<file path="src/rtl/lmdpl_pkg.sv">
// Shared types and helpers for the LMDPL gate array.
// Holds the FSM state enum, truth-table constants and table index helper.
package lmdpl_pkg;

    typedef enum logic [1:0] {
        IDLE = 2'd0,
        PRE  = 2'd1,
        EVAL = 2'd2,
        DONE = 2'd3
    } state_t;

    // func[k] = f(a,b) with k = {b,a}
    localparam logic [3:0] FUNC_NOR  = 4'b0001;
    localparam logic [3:0] FUNC_AND  = 4'b1000;
    localparam logic [3:0] FUNC_XOR  = 4'b0110;
    localparam logic [3:0] FUNC_NAND = 4'b0111;
    localparam logic [3:0] FUNC_OR   = 4'b1110;

    function automatic logic [1:0] tbl_idx(input logic b, input logic a);
        return {b, a};
    endfunction

endpackage

</file>
<file path="src/rtl/lmdpl_lane.sv">
// One LMDPL lane: masked table generation plus dual-rail AND3/OR4 gate.
// Ports: func/m_in0/m_in1/m_out -> tbl_next; tbl + rails -> q_m, q_m_bar.
module lmdpl_lane
    import lmdpl_pkg::*;
(
    input  logic [3:0] func,
    input  logic       m_in0,
    input  logic       m_in1,
    input  logic       m_out,
    output logic [3:0] tbl_next,
    input  logic [3:0] tbl,
    input  logic       a_m,
    input  logic       a_m_bar,
    input  logic       b_m,
    input  logic       b_m_bar,
    output logic       q_m,
    output logic       q_m_bar
);

    logic [3:0] sel;

    // Entry k is addressed by the masked operand pair, so the unmasked
    // index is k ^ {m_in1, m_in0}; the output mask is folded in here.
    always_comb begin
        tbl_next = '0;
        for (int k = 0; k < 4; k++) begin
            tbl_next[k] = func[tbl_idx(m_in1, m_in0) ^ 2'(k)] ^ m_out;
        end
    end

    // Exactly one selector fires in EVAL; none while rails are precharged.
    always_comb begin
        sel                       = '0;
        sel[tbl_idx(1'b0, 1'b0)]  = b_m_bar & a_m_bar;
        sel[tbl_idx(1'b0, 1'b1)]  = b_m_bar & a_m;
        sel[tbl_idx(1'b1, 1'b0)]  = b_m     & a_m_bar;
        sel[tbl_idx(1'b1, 1'b1)]  = b_m     & a_m;
    end

    assign q_m     = |(tbl & sel);
    assign q_m_bar = |(~tbl & sel);

endmodule

</file>
<file path="src/rtl/lmdpl_gate_array.sv">
// WIDTH-lane masked dual-rail gate with runtime truth table.
// Ports: clk, rst, start/ready, func, in0/in1, masks -> out, out_m, out_valid.
module lmdpl_gate_array
    import lmdpl_pkg::*;
#(
    parameter int WIDTH = 8
) (
    input  logic             clk,
    input  logic             rst,
    input  logic             start,
    input  logic [3:0]       func,
    input  logic [WIDTH-1:0] in0,
    input  logic [WIDTH-1:0] in1,
    input  logic [WIDTH-1:0] m_in0,
    input  logic [WIDTH-1:0] m_in1,
    input  logic [WIDTH-1:0] m_out,
    output logic             ready,
    output logic             out_valid,
    output logic [WIDTH-1:0] out,
    output logic [WIDTH-1:0] out_m
);

    state_t state;
    state_t state_nx;

    logic [WIDTH-1:0] a_r;
    logic [WIDTH-1:0] b_r;
    logic [WIDTH-1:0] mo_r;
    logic [WIDTH-1:0] a_m;
    logic [WIDTH-1:0] a_m_bar;
    logic [WIDTH-1:0] b_m;
    logic [WIDTH-1:0] b_m_bar;
    logic [WIDTH-1:0] q_m;
    logic [WIDTH-1:0] q_m_bar;
    logic [3:0]       tbl_r  [WIDTH];
    logic [3:0]       tbl_nx [WIDTH];

    always_ff @(posedge clk) begin
        if (rst) state <= IDLE;
        else     state <= state_nx;
    end

    always_comb begin
        state_nx = state;
        case (state)
            IDLE:    if (start) state_nx = PRE;
            PRE:     state_nx = EVAL;
            EVAL:    state_nx = DONE;
            DONE:    state_nx = IDLE;
            default: state_nx = IDLE;
        endcase
    end

    always_comb begin
        ready     = (state == IDLE);
        out_valid = (state == DONE);
    end

    always_ff @(posedge clk) begin
        if (rst) begin
            a_r     <= '0;
            b_r     <= '0;
            mo_r    <= '0;
            a_m     <= '0;
            a_m_bar <= '0;
            b_m     <= '0;
            b_m_bar <= '0;
            out     <= '0;
            out_m   <= '0;
            for (int i = 0; i < WIDTH; i++) tbl_r[i] <= '0;
        end else begin
            case (state)
                IDLE: begin
                    if (start) begin
                        a_r     <= in0 ^ m_in0;
                        b_r     <= in1 ^ m_in1;
                        mo_r    <= m_out;
                        a_m     <= '0;
                        a_m_bar <= '0;
                        b_m     <= '0;
                        b_m_bar <= '0;
                        for (int i = 0; i < WIDTH; i++) tbl_r[i] <= tbl_nx[i];
                    end
                end
                PRE: begin
                    a_m     <= a_r;
                    a_m_bar <= ~a_r;
                    b_m     <= b_r;
                    b_m_bar <= ~b_r;
                end
                EVAL: begin
                    // Each output register is fed from its own rail;
                    // in EVAL q_m_bar == ~q_m, so out == q_m ^ mo_r.
                    out_m <= q_m;
                    out   <= q_m_bar ^ ~mo_r;
                end
                DONE: begin
                    a_m     <= '0;
                    a_m_bar <= '0;
                    b_m     <= '0;
                    b_m_bar <= '0;
                end
                default: ;
            endcase
        end
    end

    for (genvar i = 0; i < WIDTH; i++) begin : g_lane
        lmdpl_lane u_lane (
            .func     (func),
            .m_in0    (m_in0[i]),
            .m_in1    (m_in1[i]),
            .m_out    (m_out[i]),
            .tbl_next (tbl_nx[i]),
            .tbl      (tbl_r[i]),
            .a_m      (a_m[i]),
            .a_m_bar  (a_m_bar[i]),
            .b_m      (b_m[i]),
            .b_m_bar  (b_m_bar[i]),
            .q_m      (q_m[i]),
            .q_m_bar  (q_m_bar[i])
        );
    end

endmodule

</file>
<file path="config.mk">
export PLATFORM = sky130hd
export DESIGN_NAME = lmdpl_gate_array
export DESIGN_NICKNAME = d
export VERILOG_FILES = /design/src/rtl/lmdpl_pkg.sv /design/src/rtl/lmdpl_lane.sv /design/src/rtl/lmdpl_gate_array.sv
export SDC_FILE = /design/constraint.sdc
export NUM_CORES = 1
export LEC_CHECK = 0
export BUFFER_PORTS_ARGS = -buffer_cell sky130_fd_sc_hd__buf_4
export CAP_MARGIN = 20
export CORE_MARGIN = 2
export CORE_UTILIZATION = 50
export DETAILED_ROUTE_END_ITERATION = 10
export PLACE_DENSITY = 0.7
export SYNTH_ARGS = -nofsm -noshare
export SYNTH_HDL_FRONTEND = slang
export SYNTH_SLANG_ARGS = --single-unit
</file>
<file path="constraint.sdc">
create_clock -name clk -period 2.6 [get_ports clk]
set_input_delay 0.13 -clock clk [delete_from_list [all_inputs] [get_ports clk]]
set_output_delay 0.13 -clock clk [all_outputs]
set_load 0.1 [all_outputs]
</file>
==> impl_metrics.py, run 1 <==
metrics = {
    "synth": {
        "yosys-top-cells-count": "74 x sky130_fd_sc_hd__dfxtp_1, 66 x sky130_fd_sc_hd__nor2_1, 57 x sky130_fd_sc_hd__nand2_1",
        "synth_top_family_by_area": "compound AO/OA/AOI/OAI gates",
        "synth-seq-cells": 106,
        "ys_top_cells_by_area": "sky130_fd_sc_hd__dfxtp_1 26%, sky130_fd_sc_hd__edfxtp_1 17%, sky130_fd_sc_hd__mux2_2 6.2%",
        "synthAdderAreaFrac_pct": 1.29,
        "yosys.area_share.xor_xnor_pct": 7.25,
        "dominantRegCellSynth": "sky130_fd_sc_hd__dfxtp_1",
        "yosys-mux-area-fraction_pct": 11.9,
        "yosys_warns": 0,
        "syn_area_sq_mm": 0.00580,
        "syn-num-nets": 645,
        "synth_cell_type_count": 35,
        "netlist_instances": 592,
        "yosys.cell_count.top_type": "sky130_fd_sc_hd__dfxtp_1",
        "synth_area_in_compound_gates_pct": 17.5,
        "syn_avg_cell_area_sq_um": 9.79,
        "synth_simple_gate_area_share_pct": 13.0,
        "edff_count_synth": 32,
        "synth_area_leader_cell": "sky130_fd_sc_hd__dfxtp_1",
        "yosysTopAreaCellShare_pct": 25.6,
        "ys_async_sr_fraction_pct": 0,
        "ys_seq_area_share_pct": 42.1,
    },
    "cts": {
        "cts_repair_resize_count": 0,
        "worst_setup_hold_path_clk_slew_ns": 0.07,
        "holdBufCountCts": 0,
        "cts.sink_count": 106,
        "htree_levels": 3,
        "tritoncts.num_buffers": 9,
        "clk_latency_ns": 0.35,
        "tritoncts_clock_tree": "yes",
        "post-cts-setup-buffer-count": 0,
        "cts-root-buf": "sky130_fd_sc_hd__clkbuf_16",
        "clk_path_buf_depth": 2,
    },
    "critical_path": {
        "critPathRequiredTime_ns": 2.87,
        "critical_path.startpoint_type": "register",
        "cp-end-kind": "register",
        "cp_max_fo": 21,
        "worstSetupPathType": "reg2reg",
        "critPathArrivalTime_ns": 2.20,
    },
    "finish": {
        "finish.utilization_pct": 57.1,
        "area_growth_pct": 12.0,
        "fin_cells": 775,
        "post-route-cell-area_sq_mm": 0.00649,
        "antenna_cells_inserted": 0,
        "final_layout_size_suffix_gt1_share_pct": 24.5,
        "final_net_count": 680,
    },
    "timing": {
        "setup_repair_after_global_routing_missed_its_margin": "no",
        "worst_slew_pin_slew_ns": 0.830,
        "layout_worst_path_cycle_share_pct": 74.4,
        "final.setup.tns_ns": 0,
        "finalSetupViolCount": 0,
        "slew_headroom_pct": 44.5,
        "min_period_ns": 1.93,
        "timing.final.ws_setup_ns": 0.666,
        "maxSlewViolCount": 0,
        "timing.final.hold_violations": 0,
        "worst_clock_skew_ns": 0.00691,
        "fmax_ghz": 0.517,
    },
    "status": {
        "run_status": "finished clean",
    },
    "pwr": {
        "power.clock.fraction_pct": 21.7,
        "power_per_cell_area_mw_per_mm2": 919,
        "ir_drop_worst_vdd_mv": 0.590,
        "share_of_total_power_consumed_by_net_switching_pct": 41.6,
        "static-leakage-power_nw": 2.49,
        "comb_power_share_pct": 38.4,
        "internal_power_w": 0.00349,
        "pwr-share-seq_pct": 39.9,
        "power_switching_w": 0.00248,
    },
    "floorplanning": {
        "die_y_microns": 112,
        "start_util_pct": 51.0,
        "pin_count": 65,
        "row_count": 39,
        "dieArea_sq_mm": 0.0125,
        "chipWidth_microns": 112,
        "design.core.area_sq_mm": 0.0114,
    },
    "run": {
        "number_of_max_cap_violations": 0,
    },
    "grt": {
        "first_pass_grt_wire_length_microns": 20500,
        "grt_max_degree": 59,
        "globalRouteOverflowTotal": 0,
        "first_global_vias": 4122,
        "antenna_found_initial": 0,
        "grt_use_total_pct": 20.2,
    },
    "route": {
        "drt-pass1-iter-count": 4,
        "vias": 4294,
        "drt_wl_total_microns": 12200,
        "drt_first_iter_violations": 241,
        "detail_route.vias_per_cell": 5.54,
        "antenna_violating_nets_post_route": 0,
        "drt-wirelength-per-cell_microns": 15.7,
        "drc": 0,
    },
    "place": {
        "port-buffer-count": 64,
        "post-place-cells": 759,
        "pre_cts_slack_ns": 0.699,
        "dp_hpwl_microns": 8970,
        "gp_routability_congestion": 0.778,
        "placedInstanceArea_sq_mm": 0.00621,
    },
    "min_path": {
        "min-delay-path-class": "in2reg",
    },
}
## routing by layer
metal / GRT usage (%) / share of wire [%] / vias up / wire [microns]
li1: - / - / 2162 / -
met1: 31.4 / 52 / 1994 / 6330
met4: 6.58 / 1.5 / 0 / 184
met2: 28.5 / 41 / 125 / 4970
met3: 3.27 / 5.5 / 13 / 669
met5: 0 / 0 / - / 0
## cell usage in the layout (no fill, tap or decap)
| cell type | netlist | layout |
|---|---|---|
| sky130_fd_sc_hd__nand3b_1 | 16 | 16 |
| sky130_fd_sc_hd__clkbuf_16 | 0 | 9 |
| sky130_fd_sc_hd__inv_1 | 19 | 19 |
| sky130_fd_sc_hd__dfxtp_1 | 74 | 74 |
| sky130_fd_sc_hd__nor2b_4 | 1 | 1 |
| sky130_fd_sc_hd__a22o_1 | 26 | 26 |
| sky130_fd_sc_hd__a22oi_1 | 11 | 11 |
| sky130_fd_sc_hd__buf_4 | 0 | 74 |
| sky130_fd_sc_hd__o22ai_1 | 16 | 16 |
| sky130_fd_sc_hd__edfxtp_1 | 32 | 32 |
| sky130_fd_sc_hd__o21ai_1 | 6 | 6 |
| sky130_fd_sc_hd__o221ai_1 | 3 | 3 |
| sky130_fd_sc_hd__mux2_2 | 32 | 32 |
| sky130_fd_sc_hd__mux2i_1 | 33 | 33 |
| sky130_fd_sc_hd__clkbuf_8 | 1 | 1 |
| sky130_fd_sc_hd__xnor2_1 | 16 | 16 |
| sky130_fd_sc_hd__a221oi_1 | 8 | 8 |
| sky130_fd_sc_hd__nor2_1 | 66 | 66 |
| sky130_fd_sc_hd__a2111oi_2 | 8 | 8 |
| sky130_fd_sc_hd__or2_1 | 2 | 2 |
| sky130_fd_sc_hd__o21ai_2 | 10 | 10 |
| sky130_fd_sc_hd__ha_2 | 0 | 1 |
| sky130_fd_sc_hd__ha_1 | 6 | 5 |
| sky130_fd_sc_hd__a211oi_1 | 6 | 6 |
| sky130_fd_sc_hd__clkinv_2 | 0 | 1 |
| sky130_fd_sc_hd__a21oi_1 | 21 | 21 |
| sky130_fd_sc_hd__xor2_1 | 32 | 32 |
| sky130_fd_sc_hd__o21ai_0 | 3 | 3 |
| sky130_fd_sc_hd__a21oi_2 | 12 | 12 |
| sky130_fd_sc_hd__nor2b_1 | 8 | 8 |
| sky130_fd_sc_hd__clkinv_4 | 0 | 2 |
| sky130_fd_sc_hd__nand2_1 | 57 | 57 |
| sky130_fd_sc_hd__inv_6 | 0 | 3 |
| sky130_fd_sc_hd__nor3_1 | 17 | 17 |
| sky130_fd_sc_hd__nor2_4 | 1 | 1 |
## sequential cells by signal, indices dropped and copies added, names as in the netlist
register,flops
out_m,8
b_m_bar,8
a_r,8
out,8
b_r,8
state,2
mo_r,8
tbl_r,32
a_m,8
a_m_bar,8
b_m,8
## final timing paths
path | depth (start not counted) | to | slack, ns | from
min reg2reg | 2 | a_m_bar[3]$_SDFFE_PP0P_ | 0.46 | a_m_bar[3]$_SDFFE_PP0P_
max | 6 | a_m_bar[0]$_SDFFE_PP0P_ | 0.67 | state[0]$_SDFFE_PP0P_
min | 3 | b_r[5]$_SDFFE_PP0P_ | 0.05 | in1[5]
max reg2reg | 6 | a_m_bar[0]$_SDFFE_PP0P_ | 0.67 | state[0]$_SDFFE_PP0P_
## worst max-delay path: stages (launching register included)
cell and delay, ns:
sky130_fd_sc_hd__dfxtp_1 0.33, sky130_fd_sc_hd__inv_1 0.15, sky130_fd_sc_hd__ha_1 0.65, sky130_fd_sc_hd__or2_1 0.21, sky130_fd_sc_hd__buf_4 0.28, sky130_fd_sc_hd__nand2_1 0.09
sky130_fd_sc_hd__a21oi_1 0.14
## cell families after synthesis
family                     after synthesis
DFF                                    106
buffers and inverters                   69
and+or+nand+nor                        168
muxes                                   65
adders and majority gates                6
xor gates and xnor gates                48
AOI/OAI and AO/OA                      130
## power groups by stage
stage	logic [W]	clock network, W	registers (W)
3_5_place_dp	0.00229	0	0.00241
2_1_floorplan	0.00145	0	0.00284
5_1_grt	0.00249	0.00140	0.00243
4_1_cts	0.00230	0.00132	0.00237
6_report	0.00230	0.00130	0.00238
3_3_place_gp	0.00224	0	0.00239
## through the flow
stage | hold WS [ns] | total power, W
6_report | 0.0467 | 0.00597
5_1_grt | 0.0534 | 0.00631
4_1_cts | 0.0429 | 0.00600
3_5_place_dp | 0.403 | 0.00470
3_3_place_gp | 0.396 | 0.00463
2_1_floorplan | 0.296 | 0.00429
## final cells by class
cell class / instances / area, sq um
Fill cell: 1001 / 4880
Multi-Input combinational cell: 417 / 2960
Sequential cell: 106 / 2440
Timing Repair Buffer: 74 / 556
Clock buffer: 10 / 239
Tap cell: 143 / 179
Inverter: 19 / 71.3
Clock inverter: 6 / 48.8
Note: power is estimated with default switching activity, not from simulation.
==> run 2, diff against run 1 <==
Settings changed: ABC_AREA from default to 1, PLACE_DENSITY 0.7 to 0.73.
Clock period 2.6 ns to 1.75 ns, I/O delays scaled along.
==> run 2 against run 1 <==
Via count rose by 30%. Cell count rose by 29%. Register-to-register slack got worse by 0.54 ns. Design area rose by 2.3%. Critical endpoint is now b_m[1]$_SDFFE_PP0P_. Clock power rose by 44%. Critical path depth rose by 3. Clock skew rose by 0.0011 ns.
==> impl_metrics.py, run 2 <==
metrics = {
    "route": {
        "vias": 5570,
        "antenna_violating_nets_post_route": 0,
        "detail_route.vias_per_cell": 5.56,
        "drt-wirelength-per-cell_microns": 14.7,
        "drc": 0,
        "drt_first_iter_violations": 553,
        "drt_wl_total_microns": 14700,
        "drt-pass1-iter-count": 5,
    },
    "place": {
        "post-place-cells": 985,
        "port-buffer-count": 64,
        "dp_hpwl_microns": 10500,
        "gp_routability_congestion": 0.858,
        "pre_cts_slack_ns": 0.173,
    },
    "synth": {
        "synth_simple_gate_area_share_pct": 31.1,
        "ys_async_sr_fraction_pct": 0,
        "ys_top_cells_by_area": "sky130_fd_sc_hd__dfxtp_1 26%, sky130_fd_sc_hd__edfxtp_1 17%, sky130_fd_sc_hd__nand2_1 15%",
        "synth_area_leader_cell": "sky130_fd_sc_hd__dfxtp_1",
        "yosys-top-cells-count": "228 x sky130_fd_sc_hd__nand2_1, 108 x sky130_fd_sc_hd__nand3_1, 85 x sky130_fd_sc_hd__nor2_1",
        "ys_seq_area_share_pct": 42.6,
        "yosysTopAreaCellShare_pct": 25.8,
        "syn-num-nets": 852,
        "synth_area_in_compound_gates_pct": 15.3,
        "yosys_warns": 0,
        "synth_top_family_by_area": "simple AND/OR/NAND/NOR gates",
        "syn_avg_cell_area_sq_um": 7.18,
        "syn_area_sq_mm": 0.00573,
        "synthAdderAreaFrac_pct": 1.31,
        "dominantRegCellSynth": "sky130_fd_sc_hd__dfxtp_1",
        "edff_count_synth": 32,
        "synth-seq-cells": 106,
        "netlist_instances": 799,
        "yosys.cell_count.top_type": "sky130_fd_sc_hd__nand2_1",
        "yosys.area_share.xor_xnor_pct": 2.44,
        "synth_cell_type_count": 27,
        "yosys-mux-area-fraction_pct": 0,
    },
    "finish": {
        "antenna_cells_inserted": 0,
        "layout.cells.most_common_list": "227 x sky130_fd_sc_hd__nand2_1, 108 x sky130_fd_sc_hd__nand3_1, 85 x sky130_fd_sc_hd__nor2_1",
        "mostFrequentLayoutCell": "sky130_fd_sc_hd__nand2_1",
        "area_growth_pct": 15.8,
        "fin_cells": 1001,
        "final_net_count": 906,
        "largest_register_ff_count": 32,
        "final_layout_size_suffix_gt1_share_pct": 13.5,
        "register_name_with_the_most_flops": "tbl_r",
    },
    "cts": {
        "tritoncts.num_buffers": 9,
        "worst_setup_hold_path_clk_slew_ns": 0.07,
        "cts-root-buf": "sky130_fd_sc_hd__clkbuf_16",
        "tritoncts_clock_tree": "yes",
        "post-cts-setup-buffer-count": 0,
        "htree_levels": 3,
        "cts.sink_count": 106,
        "clk_latency_ns": 0.34,
        "holdBufCountCts": 0,
        "clk_path_buf_depth": 2,
        "cts_repair_resize_count": 0,
    },
    "critical_path": {
        "ff2ff_setup_slack_ns": 0.12,
        "worstSetupPathType": "reg2reg",
        "rr_worst_depth": 9,
        "critPathArrivalTime_ns": 1.89,
        "r2r-start": "state[0]$_SDFFE_PP0P_",
        "cp_max_fo": 20,
        "cp-end-kind": "register",
        "critPathRequiredTime_ns": 2.01,
        "regToRegEndpoint": "b_m[1]$_SDFFE_PP0P_",
        "critical_path.startpoint_type": "register",
    },
    "timing": {
        "fmax_ghz": 0.615,
        "layout_worst_path_cycle_share_pct": 93.0,
        "final.hold.worst_slack_ns": 0.0347,
        "setup_repair_after_global_routing_missed_its_margin": "no",
        "finalSetupViolCount": 0,
        "min_period_ns": 1.63,
        "timing.final.hold_violations": 0,
        "maxSlewViolCount": 0,
        "timing.final.ws_setup_ns": 0.123,
        "slew_headroom_pct": 65.2,
        "worst_slew_pin_slew_ns": 0.523,
        "worst_clock_skew_ns": 0.00801,
        "final.setup.tns_ns": 0,
    },
    "pwr": {
        "static-leakage-power_nw": 2.84,
        "power_per_cell_area_mw_per_mm2": 1340,
        "ir_drop_worst_vdd_mv": 1.07,
    },
    "floorplanning": {
        "design.core.area_sq_mm": 0.0113,
        "die_y_microns": 111,
        "dieArea_sq_mm": 0.0123,
        "start_util_pct": 50.7,
        "chipWidth_microns": 111,
        "row_count": 39,
        "pin_count": 65,
    },
    "status": {
        "run_status": "finished clean",
    },
    "grt": {
        "first_pass_grt_wire_length_microns": 24400,
        "first_global_vias": 5207,
        "antenna_found_initial": 0,
        "grt_use_total_pct": 24.1,
        "globalRouteOverflowTotal": 0,
        "grt_max_degree": 46,
    },
    "min_path": {
        "hp-start": "in1[7]",
        "hold-path-endpoint": "b_r[7]$_SDFFE_PP0P_",
        "min_delay_path_depth": 3,
        "min-delay-path-class": "in2reg",
    },
    "run": {
        "number_of_max_cap_violations": 0,
    },
}
[run 2: changes by cell type after synthesis, moves of 32 or more]
| cell | previous run | this run |
|---|---|---|
| sky130_fd_sc_hd__a21oi_1 | 21 | 64 |
| sky130_fd_sc_hd__xor2_1 | 32 | 0 |
| sky130_fd_sc_hd__nand3_1 | 0 | 108 |
| sky130_fd_sc_hd__inv_1 | 19 | 52 |
| sky130_fd_sc_hd__mux2_2 | 32 | 0 |
| sky130_fd_sc_hd__nand2_1 | 57 | 228 |
| sky130_fd_sc_hd__mux2i_1 | 33 | 0 |
[run 2: layout make-up]
type	count	area [sq um]
multi-input combinational	598	2890
fill	1037	4680
clock inverter	5	37.5
tap	143	179
sequential	106	2440
timing repair buffer	80	638
inverter	58	219
clock buffer	11	233
[run 2: cell families (layout without fill, tap and decap cells)]
family                   count (synthesis)  count (layout)
buffers and inverters                   95             154
flip-flops                             106             106
adder cells (fa/ha/maj)                  6               6
XOR/XNOR                                16              16
AND/OR/NAND/NOR                        430             430
AO/OA/AOI/OAI                          146             146
[run 2: stage by stage]
stage               util (%)  power (W)  area [sq um]
detailed placement      56.3    0.00705          6370
finish                  58.7    0.00891          6640
global route            58.7    0.00935          6640
global placement        56.3    0.00693          6370
CTS                     58.7    0.00890          6640
floorplan                  -    0.00610          5750
[run 2: per-layer routing]
layer	track usage (%)	wire (microns)	vias to the layer above
li1	-	-	2780
met1	31.3	6340	2536
met2	40.5	7080	224
met3	3.23	917	30
met4	10.5	350	0
met5	0	0	-
[run 2: worst max-delay path: stages (launching register included)]
cell                      delay [ns]
sky130_fd_sc_hd__dfxtp_1        0.33
sky130_fd_sc_hd__inv_1          0.18
sky130_fd_sc_hd__ha_4           0.19
sky130_fd_sc_hd__inv_2          0.05
sky130_fd_sc_hd__nor2_4         0.14
sky130_fd_sc_hd__nor2_4         0.06
sky130_fd_sc_hd__inv_2          0.15
sky130_fd_sc_hd__buf_12         0.18
sky130_fd_sc_hd__nand2_1        0.06
sky130_fd_sc_hd__a21oi_1        0.20
[run 2: worst max-delay path by stage]
stage | startpoint | endpoint | slack (ns) | cells after the start
2_1_floorplan | state[0]$_SDFFE_PP0P_ | tbl_r[0][0]$_SDFFCE_PN0P_ | 0.04 | 5
3_3_place_gp | state[0]$_SDFFE_PP0P_ | b_m[1]$_SDFFE_PP0P_ | 0.32 | 9
3_5_place_dp | state[0]$_SDFFE_PP0P_ | b_m[2]$_SDFFE_PP0P_ | 0.17 | 9
4_1_cts | state[0]$_SDFFE_PP0P_ | b_m[2]$_SDFFE_PP0P_ | 0.15 | 9
5_1_grt | state[0]$_SDFFE_PP0P_ | b_m_bar[2]$_SDFFE_PP0P_ | 0.03 | 9
6_report | state[0]$_SDFFE_PP0P_ | b_m[1]$_SDFFE_PP0P_ | 0.12 | 9
[run 2: power breakdown]
part           leakage [nW]  internal (W)  switching, W  total, W
logic                  1.77       0.00100       0.00253   0.00353
clock network         0.131      0.000976      0.000890   0.00187
registers             0.945       0.00312      0.000393   0.00351
==> run 3, diff against run 2 <==
Settings changed: CELL_PAD_IN_SITES_DETAIL_PLACEMENT from default to 0, CELL_PAD_IN_SITES_GLOBAL_PLACEMENT from default to 1, CORE_MARGIN 2 to 4, CORE_UTILIZATION 50 to 38, PLACE_DENSITY 0.73 to default, PLACE_DENSITY_LB_ADDON from default to 0.1.
==> run 3 against run 2 <==
Design area rose by 1.7%. Clock skew fell by 0.0029 ns. Critical path type unchanged. Via count fell by 4.6%. Sequential share of layout area fell by 0.61 points. Non-clock buffer count fell by 2.
==> impl_metrics.py, run 3 (synthesis gave the netlist of run 2 again) <==
metrics = {
    "timing": {
        "finalSetupViolCount": 0,
        "worst_clock_skew_ns": 0.00509,
        "timing.final.hold_violations": 0,
        "fmax_ghz": 0.646,
        "worst_slew_pin_slew_ns": 0.551,
        "final.hold.worst_slack_ns": 0.0191,
        "layout_worst_path_cycle_share_pct": 88.5,
        "setup_repair_after_global_routing_missed_its_margin": "no",
        "slew_headroom_pct": 63.2,
        "final.setup.tns_ns": 0,
        "maxSlewViolCount": 0,
        "min_period_ns": 1.55,
    },
    "route": {
        "drc": 0,
        "detail_route.vias_per_cell": 5.11,
        "drt-wirelength-per-cell_microns": 14.2,
        "drt_wl_total_microns": 14800,
        "drt-pass1-iter-count": 5,
        "antenna_violating_nets_post_route": 0,
        "vias": 5311,
        "drt_first_iter_violations": 308,
    },
    "floorplanning": {
        "row_count": 44,
        "die_y_microns": 131,
        "design.core.area_sq_mm": 0.0146,
        "start_util_pct": 39.2,
        "pin_count": 65,
        "chipWidth_microns": 131,
        "dieArea_sq_mm": 0.0171,
    },
    "finish": {
        "multi_input_comb_area_sq_mm": 0.00289,
        "seq_area_sq_mm": 0.00244,
        "antenna_cells_inserted": 0,
        "layout.cells.most_common_list": "227 x sky130_fd_sc_hd__nand2_1, 108 x sky130_fd_sc_hd__nand3_1, 85 x sky130_fd_sc_hd__nor2_1",
        "fillers": 1460,
        "final_net_count": 904,
        "area_growth_pct": 17.7,
        "largest_register_ff_count": 32,
        "final_layout_size_suffix_gt1_share_pct": 13.3,
        "mostFrequentLayoutCell": "sky130_fd_sc_hd__nand2_1",
        "register_name_with_the_most_flops": "tbl_r",
    },
    "pwr": {
        "ir_drop_worst_vdd_mv": 0.825,
        "static-leakage-power_nw": 2.87,
        "power_per_cell_area_mw_per_mm2": 1350,
    },
    "grt": {
        "globalRouteOverflowTotal": 0,
        "first_global_vias": 4910,
        "grt_max_degree": 49,
        "grt_use_total_pct": 18.0,
        "antenna_found_initial": 0,
        "first_pass_grt_wire_length_microns": 24200,
    },
    "cts": {
        "cts_repair_resize_count": 0,
        "worst_setup_hold_path_clk_slew_ns": 0.07,
        "clk_latency_ns": 0.35,
        "htree_levels": 3,
        "clk_path_buf_depth": 2,
        "tritoncts.num_buffers": 9,
        "cts.sink_count": 106,
        "holdBufCountCts": 2,
        "post-cts-setup-buffer-count": 0,
        "tritoncts_clock_tree": "yes",
        "cts-root-buf": "sky130_fd_sc_hd__clkbuf_16",
    },
    "critical_path": {
        "cp_cell_sequence": "inv_1 > ha_4 > nand2_1 > nand2_2 > buf_12",
        "worstSetupPathType": "reg2reg",
        "critPathArrivalTime_ns": 1.60,
        "cp-end-kind": "register",
        "critical_path.startpoint_type": "register",
        "critPathRequiredTime_ns": 1.80,
        "cp_max_fo": 28,
        "critical-path-max-stage-delay_ns": 0.34,
        "cp_slowest_cell": "sky130_fd_sc_hd__dfxtp_1",
    },
    "place": {
        "port-buffer-count": 64,
        "gp_routability_congestion": 0.796,
        "dp_hpwl_microns": 10200,
    },
    "run": {
        "number_of_max_cap_violations": 0,
    },
    "min_path": {
        "min-delay-path-class": "in2reg",
    },
    "status": {
        "run_status": "finished clean",
    },
}
## run 3: path summary, 6_finish.rpt
path	from	to	slack, ns	cells after the start
setup reg to reg	state[0]$_SDFFE_PP0P_	tbl_r[0][13]$_SDFFCE_PN0P_	0.20	5
hold reg to reg	b_r[4]$_SDFFE_PP0P_	b_m[4]$_SDFFE_PP0P_	0.48	2
hold / removal	in0[7]	a_r[7]$_SDFFE_PP0P_	0.02	3
setup / recovery	state[0]$_SDFFE_PP0P_	tbl_r[0][13]$_SDFFCE_PN0P_	0.20	5
## run 3: power breakdown
group	internal [W]	leakage (nW)	switching, W
registers	0.00312	0.945	0.000373
logic	0.000959	1.76	0.00251
clock network	0.00123	0.164	0.000918
total	0.00530	2.87	0.00380
## run 3: final cells by class
cell class	instances	share of cell area [%]
sequential	106	36.2
timing repair buffer	78	9.49
clock buffer	12	4.45
inverter	58	3.24
clock inverter	4	0.408
multi-input combinational	598	42.8
tap	184	3.41
## run 3: layer usage
layer	up-vias	global-route usage, %	routed length [microns]
met4	0	6.78	276
met3	16	2.11	592
met2	112	29.7	6770
li1	2782	-	-
met5	-	0	0
met1	2401	24.3	7130
## run 3: worst max-delay path: cells and delay by family, from the launching register on
kind	cells	cell delay (ns)
adder cells (fa/ha/maj)	1	0.19
buffers and inverters	2	0.42
flip-flops	1	0.34
AND/OR/NAND/NOR	2	0.29
## run 3: through the flow
stage	util (%)	std cells	area (sq um)	worst slack, ns	total power [W]
after detailed placement	43.7	1022	6400	0.209	0.00702
final	46.1	1040	6750	0.201	0.00910
after global placement	43.7	1022	6400	0.247	0.00696
after global routing	46.1	1040	6750	0.0121	0.00965
after CTS	46.1	1040	6750	0.195	0.00919
after floorplan	-	799	5750	0.0394	0.00610
